File: config.mk
export PLATFORM = sky130hd
export DESIGN_NAME = sevenseg_scan
export DESIGN_NICKNAME = d
export VERILOG_FILES = /design/src/rtl/sevenseg_pkg.sv /design/src/rtl/sevenseg_hex_dec.sv /design/src/rtl/sevenseg_scan.sv
export SDC_FILE = /design/constraint.sdc
export NUM_CORES = 1
export LEC_CHECK = 0
export BUFFER_PORTS_ARGS = -buffer_cell sky130_fd_sc_hd__buf_4
export CAP_MARGIN = 30
export CORE_MARGIN = 1.5
export CORE_UTILIZATION = 35
export CTS_CLUSTER_DIAMETER = 30
export DETAILED_ROUTE_END_ITERATION = 10
export GPL_ROUTABILITY_DRIVEN = 0
export PLACE_DENSITY_LB_ADDON = 0.25
export RECOVER_POWER = 25
export SETUP_SLACK_MARGIN = 0.2
export SLEW_MARGIN = 5
export SYNTH_ARGS = -nofsm -noshare
export SYNTH_HDL_FRONTEND = slang
export SYNTH_HIERARCHICAL = 1
export SYNTH_SLANG_ARGS = --single-unit
File: constraint.sdc
create_clock -name clk -period 3.3 [get_ports clk]
set_input_delay 0.66 -clock clk [delete_from_list [all_inputs] [get_ports clk]]
set_output_delay 0.66 -clock clk [all_outputs]
set_load 0.005 [all_outputs]
File: src/rtl/sevenseg_pkg.sv
// ============================================================================
// Module : sevenseg_pkg
// Brief  : Shared constants, types and helpers for the seven-segment scanner.
//          Segment patterns are active-low, ordered {g,f,e,d,c,b,a}.
// Rev    : 1.0  initial release
// ============================================================================
`default_nettype none

package sevenseg_pkg;

  // All segments dark (active-low)
  localparam logic [6:0] SEG_BLANK = 7'h7F;

  // Hex nibble to segment pattern; element [n] is the pattern for digit n
  localparam logic [15:0][6:0] HEX_SEG = {
    7'h0E, 7'h06, 7'h21, 7'h46,   // F E d C
    7'h03, 7'h08, 7'h10, 7'h00,   // b A 9 8
    7'h78, 7'h02, 7'h12, 7'h19,   // 7 6 5 4
    7'h30, 7'h24, 7'h79, 7'h40    // 3 2 1 0
  };

  // Scan slot phase: anode lit, or dead time between digits
  typedef enum logic [0:0] {
    SHOW  = 1'b0,
    BLANK = 1'b1
  } state_t;

  // Bits needed to index n items; never narrower than one bit
  function automatic int idx_width(input int n);
    return (n <= 1) ? 1 : $clog2(n);
  endfunction

endpackage

`default_nettype wire

File: src/rtl/sevenseg_hex_dec.sv
// ============================================================================
// Module : sevenseg_hex_dec
// Brief  : Combinational hex nibble to active-low seven-segment decoder.
// Rev    : 1.0  initial release
// ============================================================================
`default_nettype none

module sevenseg_hex_dec (
  input  logic [3:0] nib,
  output logic [6:0] seg
);
  import sevenseg_pkg::*;

  // Straight table lookup
  assign seg = HEX_SEG[nib];

endmodule

`default_nettype wire

File: src/rtl/sevenseg_scan.sv
// ============================================================================
// Module : sevenseg_scan
// Brief  : Time-multiplexed NUM_DIGITS hex display driver with dead-time
//          blanking between digits, optional leading-zero suppression and
//          registered active-low segment outputs.
// Config : define SEVSEG_BLINK_EN to add per-digit blinking (blink_mask port,
//          BLINK_FRAMES parameter).
// Rev    : 1.0  initial release
// ============================================================================
`default_nettype none

module sevenseg_scan #(
  parameter int NUM_DIGITS     = 4,
  parameter int CLK_DIV        = 50000,
  parameter int DEAD_CYCLES    = 500,
  parameter int DIG_ACTIVE_LOW = 1
`ifdef SEVSEG_BLINK_EN
  ,
  parameter int BLINK_FRAMES   = 64
`endif
) (
  input  logic                    clk,
  input  logic                    rst,
  input  logic                    load,
  input  logic [4*NUM_DIGITS-1:0] din,
  input  logic [NUM_DIGITS-1:0]   dp_in,
  input  logic                    blank_lz,
  output logic [6:0]              seg,
  output logic                    dp,
  output logic [NUM_DIGITS-1:0]   an
`ifdef SEVSEG_BLINK_EN
  ,
  input  logic [NUM_DIGITS-1:0]   blink_mask
`endif
);
  import sevenseg_pkg::*;

  localparam int IW = idx_width(NUM_DIGITS);
  localparam int CW = idx_width(CLK_DIV);

  localparam logic [CW-1:0] C_CNT_LAST = CW'(CLK_DIV - 1);
  // Last SHOW count of a slot; the following count starts the dead time
  localparam logic [CW-1:0] C_CNT_DEAD = CW'(CLK_DIV - DEAD_CYCLES - 1);
  localparam logic [IW-1:0] C_IDX_LAST = IW'(NUM_DIGITS - 1);
  localparam logic [NUM_DIGITS-1:0] C_AN_OFF =
    (DIG_ACTIVE_LOW != 0) ? {NUM_DIGITS{1'b1}} : {NUM_DIGITS{1'b0}};

  // Captured display contents
  logic [4*NUM_DIGITS-1:0] r_value;
  logic [NUM_DIGITS-1:0]   r_dpm;
  logic                    r_blz;

  // Scan timing
  logic [CW-1:0] r_cnt;
  logic [IW-1:0] r_idx;
  state_t        r_state;
  state_t        w_state_nxt;
  logic          w_wrap;

  // Per-digit selection results
  logic [NUM_DIGITS-1:0] w_lz;
  logic [NUM_DIGITS-1:0] w_onehot;
  logic [3:0]            w_nib;
  logic                  w_dp_sel;
  logic                  w_lz_sel;
  logic [6:0]            w_dec_seg;

  // Next values of the registered outputs
  logic [6:0]            w_seg_nxt;
  logic                  w_dp_nxt;
  logic [NUM_DIGITS-1:0] w_an_nxt;

  assign w_wrap = (r_cnt == C_CNT_LAST);

  // Capture display contents on load; scan timing is left undisturbed
  always_ff @(posedge clk or posedge rst) begin
    if (rst) begin
      r_value <= '0;
      r_dpm   <= '0;
      r_blz   <= 1'b0;
    end else if (load) begin
      r_value <= din;
      r_dpm   <= dp_in;
      r_blz   <= blank_lz;
    end
  end

  // Slot divider and digit index; index steps only at slot wrap
  always_ff @(posedge clk or posedge rst) begin
    if (rst) begin
      r_cnt <= '0;
      r_idx <= '0;
    end else if (w_wrap) begin
      r_cnt <= '0;
      r_idx <= (r_idx == C_IDX_LAST) ? '0 : r_idx + IW'(1);
    end else begin
      r_cnt <= r_cnt + CW'(1);
    end
  end

  // Leading-zero run: digit i (i>0) is blanked when nibbles i..top are all zero
  assign w_lz[0] = 1'b0;
  for (genvar gi = 1; gi < NUM_DIGITS; gi++) begin : g_lz
    if (gi == NUM_DIGITS - 1) begin : g_top
      assign w_lz[gi] = (r_value[4*gi +: 4] == 4'h0);
    end else begin : g_mid
      assign w_lz[gi] = (r_value[4*gi +: 4] == 4'h0) & w_lz[gi+1];
    end
  end

  // Select nibble, decimal point and blanking flag of the current digit
  always_comb begin
    w_nib    = 4'h0;
    w_dp_sel = 1'b0;
    w_lz_sel = 1'b0;
    w_onehot = '0;
    for (int i = 0; i < NUM_DIGITS; i++) begin
      if (r_idx == IW'(i)) begin
        w_nib       = r_value[4*i +: 4];
        w_dp_sel    = r_dpm[i];
        w_lz_sel    = w_lz[i];
        w_onehot[i] = 1'b1;
      end
    end
  end

  sevenseg_hex_dec u_dec (
    .nib (w_nib),
    .seg (w_dec_seg)
  );

`ifdef SEVSEG_BLINK_EN
  localparam int FW = idx_width(BLINK_FRAMES);
  localparam logic [FW-1:0] C_FRAME_LAST = FW'(BLINK_FRAMES - 1);

  logic [NUM_DIGITS-1:0] r_blink_mask;
  logic [FW-1:0]         r_frame;
  logic                  r_phase;
  logic                  w_blink_sel;

  // Blink mask follows the same load strobe as the display value
  always_ff @(posedge clk or posedge rst) begin
    if (rst) begin
      r_blink_mask <= '0;
    end else if (load) begin
      r_blink_mask <= blink_mask;
    end
  end

  // Count full scan frames and flip the blink phase every BLINK_FRAMES
  always_ff @(posedge clk or posedge rst) begin
    if (rst) begin
      r_frame <= '0;
      r_phase <= 1'b0;
    end else if (w_wrap && (r_idx == C_IDX_LAST)) begin
      if (r_frame == C_FRAME_LAST) begin
        r_frame <= '0;
        r_phase <= ~r_phase;
      end else begin
        r_frame <= r_frame + FW'(1);
      end
    end
  end

  assign w_blink_sel = |(r_blink_mask & w_onehot);
`endif

  // Slot state register
  always_ff @(posedge clk or posedge rst) begin
    if (rst) begin
      r_state <= SHOW;
    end else begin
      r_state <= w_state_nxt;
    end
  end

  // Next state and next output values; dead time forces everything dark
  always_comb begin
    w_state_nxt = r_state;
    w_seg_nxt   = SEG_BLANK;
    w_dp_nxt    = 1'b1;
    w_an_nxt    = C_AN_OFF;

    // Wrap is tested first so DEAD_CYCLES=0 never enters BLANK
    if (w_wrap) begin
      w_state_nxt = SHOW;
    end else if (r_cnt == C_CNT_DEAD) begin
      w_state_nxt = BLANK;
    end

    if (r_state == SHOW) begin
      w_an_nxt  = (DIG_ACTIVE_LOW != 0) ? ~w_onehot : w_onehot;
      w_seg_nxt = (r_blz && w_lz_sel) ? SEG_BLANK : w_dec_seg;
      w_dp_nxt  = ~w_dp_sel;
`ifdef SEVSEG_BLINK_EN
      if (r_phase && w_blink_sel) begin
        w_seg_nxt = SEG_BLANK;
        w_dp_nxt  = 1'b1;
      end
`endif
    end
  end

  // Registered pin drivers
  always_ff @(posedge clk or posedge rst) begin
    if (rst) begin
      seg <= SEG_BLANK;
      dp  <= 1'b1;
      an  <= C_AN_OFF;
    end else begin
      seg <= w_seg_nxt;
      dp  <= w_dp_nxt;
      an  <= w_an_nxt;
    end
  end

endmodule

`default_nettype wire
==> run_results.csv <==
group,metric,value,unit
status,status,"finished with violations",
status,violations,"capacitance limit, slew limit",
cells_and_area,stdcell_area,3050,µm²
route,num_vias,1747,
sta,post-route-min-period,2.75,ns
sta,tightest_slew,1.69,ns
logic_synthesis,avgSynthCellArea,11.2,µm²
logic_synthesis,netlist_area,2580,µm²
sta,fmax,0.363,GHz
floorplanning,pin_count,36,
sta,whs,0.449,ns
route,dr.pass1.iters,4,
sta,period_share,83.4,%
logic_synthesis,syn_inst,230,
route,via_per_inst,4.75,
min_path,min_path_type,"flip-flop to flip-flop",
floorplanning,coreArea,7210,µm²
route,antenna_left,0,
sta,final-setup-viol-count,0,
grt,grt_pass1_wl,7920,µm
power,power.leakage,1.35,nW
cells_and_area,syn_to_final_growth,17.9,%
grt,grt_usage,13.0,%
grt,first_global_vias,1691,
sta,fin_tns_setup,0,ns
cells_and_area,finalCoreUtilization,42.2,%
worst_setup_path,reg2regPathDepth,10,
route,drc,0,
clock_network,cts.clk_slew.worst_paths,0.09,ns
grt,antenna_found_initial,0,
logic_synthesis,syn_nets,266,
logic_synthesis,ys_ff_latch,52,
floorplanning,initial_core_util,35.8,%
placement,portBuffers,35,
clock_network,cts-root-buf,"clkbuf_8",
sta,clock_skew,0.0111,ns
worst_setup_path,path_class,"flip-flop to flip-flop",
placement,dp_cells,360,
logic_synthesis,ys_seq_area_share,50.9,%
power,p_per_area,413,nW/µm²
cells_and_area,n_antenna_cell,0,
clock_network,cts.sinks,52,
clock_network,clk_latency,0.30,ns
route,totalWireLength,4670,µm
logic_synthesis,ys_warn_count,6,
logic_synthesis,synth_cell_type_count,40,
cells_and_area,post_layout_nonfiller_instances,368,
sta,hold_violations,0,
power,power,1.26,mW
clock_network,numCtsBuffers,5,
floorplanning,rows,31,
sta,drv_slew,33,
clock_network,cts_tree,"yes",
sta,rsz0062_at_grt,"false",
cells_and_area,drive_above_1_share,31.6,%
sta,fin_ws,0.548,ns
clock_network,ctsHoldBuffers,0,
worst_setup_path,crit_arrival,2.98,ns
worst_setup_path,worstPathMaxFanout,11,
floorplanning,die_w,88.9,µm
clock_network,clockBufferDepth,2,
route,drt_first_iter_violations,61,
power,peakVddDrop,158,µV
floorplanning,dieArea,7910,µm²
placement,pre_cts_slack,0.233,ns
worst_setup_path,critical_path.startpoint_type,"flip-flop",
cells_and_area,layout.nets,304,
min_path,min_path_cells,1,
placement,hpwl,3510,µm
job,max_cap_violations,1,
floorplanning,die_h,88.9,µm
clock_network,h-tree-depth,2,
placement,placed_cell_area,2970,µm²
grt,grt_max_degree,33,
sta,slew-limit-headroom,-12.6,%
route,wl_per_cell,12.7,µm
worst_setup_path,cp.required,3.53,ns
cells_and_area,nFillCells,715,
worst_setup_path,end_kind,"flip-flop",
grt,overflow,0,
## cells in the final DEF, fill, tap and decap left out, types with 7 or more instances in the layout
cell / instances
dfrtp_1: 40
buf_4: 37
mux2_2: 23
nand2_1: 19
nor2_1: 18
ha_1: 12
dfstp_2: 12
inv_1: 9
a21oi_1: 9
xor2_1: 9
or3_1: 8
o21ai_0: 7
nand4_1: 7
## worst max-delay path, cell delays in order, from the launching register on
cell      delay, ns
dfrtp_1        0.43
ha_1           0.33
nand3b_1       0.20
a21oi_1        0.15
a21oi_1        0.06
o21ai_2        0.23
inv_1          0.15
ha_1           0.29
inv_1          0.05
mux4_1         0.46
or3_1          0.35
## where the power goes
group / switching [mW] / internal [mW]
clock: 0.197 / 0.172
combinational: 0.0745 / 0.101
sequential: 0.0248 / 0.690
total: 0.297 / 0.963
## metal layers
| metal | share of wire [%] | GRT usage (%) | up-vias |
|---|---|---|---|
| met2 | 45 | 20.9 | 27 |
| met3 | 4.2 | 3.05 | 5 |
| li1 | - | - | 877 |
| met5 | 0 | 0 | - |
| met4 | 1.1 | 3.92 | 0 |
| met1 | 50 | 17.8 | 838 |
## registers in the layout, indices dropped and copies added (netlist names)
register  flops
r_value      16
r_dpm         4
seg           7
r_state       1
r_blz         1
dp            1
r_cnt        16
r_idx         2
an            4
## final cells by class
class	count	area (µm²)	share of cell area, %
Tap cell	99	124	4.06
Clock buffer	8	90.1	2.96
Timing Repair Buffer	40	293	9.61
Inverter	9	33.8	1.11
Multi-Input combinational cell	160	1190	39.1
Sequential cell	52	1320	43.2
## cells in the mapped netlist
library cell	count	share of area, %
nor3_1	1	0.19
nand2b_1	2	0.48
nor3b_1	1	0.29
or2_2	2	0.48
a32o_1	1	0.39
or3_1	8	1.9
mux4_1	1	1.0
nand3_1	6	1.2
a22o_1	2	0.68
o21ai_0	8	1.5
o31ai_1	1	0.29
a221oi_1	2	0.68
a2111oi_0	1	0.34
o21a_1	1	0.29
and2b_2	1	0.34
nand4_1	7	1.7
nand3b_1	4	1.2
buf_4	1	0.29
mux2_2	23	10
dfstp_2	12	12
nand2_1	19	2.8
nor4_4	1	0.82
buf_2	2	0.39
inv_1	9	1.3
clkbuf_1	3	0.44
or3b_1	1	0.34
ha_1	12	5.8
a21oi_1	9	1.7
nor4_1	5	1.2
dfrtp_1	40	39
a31oi_1	1	0.24
xnor2_1	4	1.4
xor2_1	9	3.0
mux2i_1	4	1.5
and4bb_2	1	0.48
buf_6	1	0.44
nor2b_1	3	0.73
buf_1	2	0.29
nor2_1	18	2.6
and2_1	1	0.24
## cell families (layout without fill, tap and decap cells)
group | count (synthesis) | in the layout | share of synthesized area (%)
muxes | 28 | 28 | 12.6
AOI/OAI and AO/OA | 26 | 26 | 6.20
and+or+nand+nor | 81 | 81 | 16.9
xor gates and xnor gates | 13 | 13 | 4.40
DFF | 52 | 52 | 50.9
adders and majority gates | 12 | 12 | 5.81
buffers and inverters | 18 | 57 | 3.15
## what timing repair did
| action | CTS | global route |
|---|---|---|
| resized for setup | 0 | 2 |
| buffers inserted | 0 | 0 |
| setup endpoints to repair | 0 | 4 |
## path summary, 6_finish.rpt
path,start,to,slack [ns]
setup reg to reg,r_idx[0],seg[3],0.55
max in group asynchronous,rst,r_value[1],0.81
min in group asynchronous,rst,r_cnt[11],0.48
hold / removal,r_dpm[3],dp,0.45
hold reg to reg,r_dpm[3],dp,0.45
setup / recovery,r_idx[0],seg[3],0.55
Note: power is estimated with default switching activity, not from simulation.
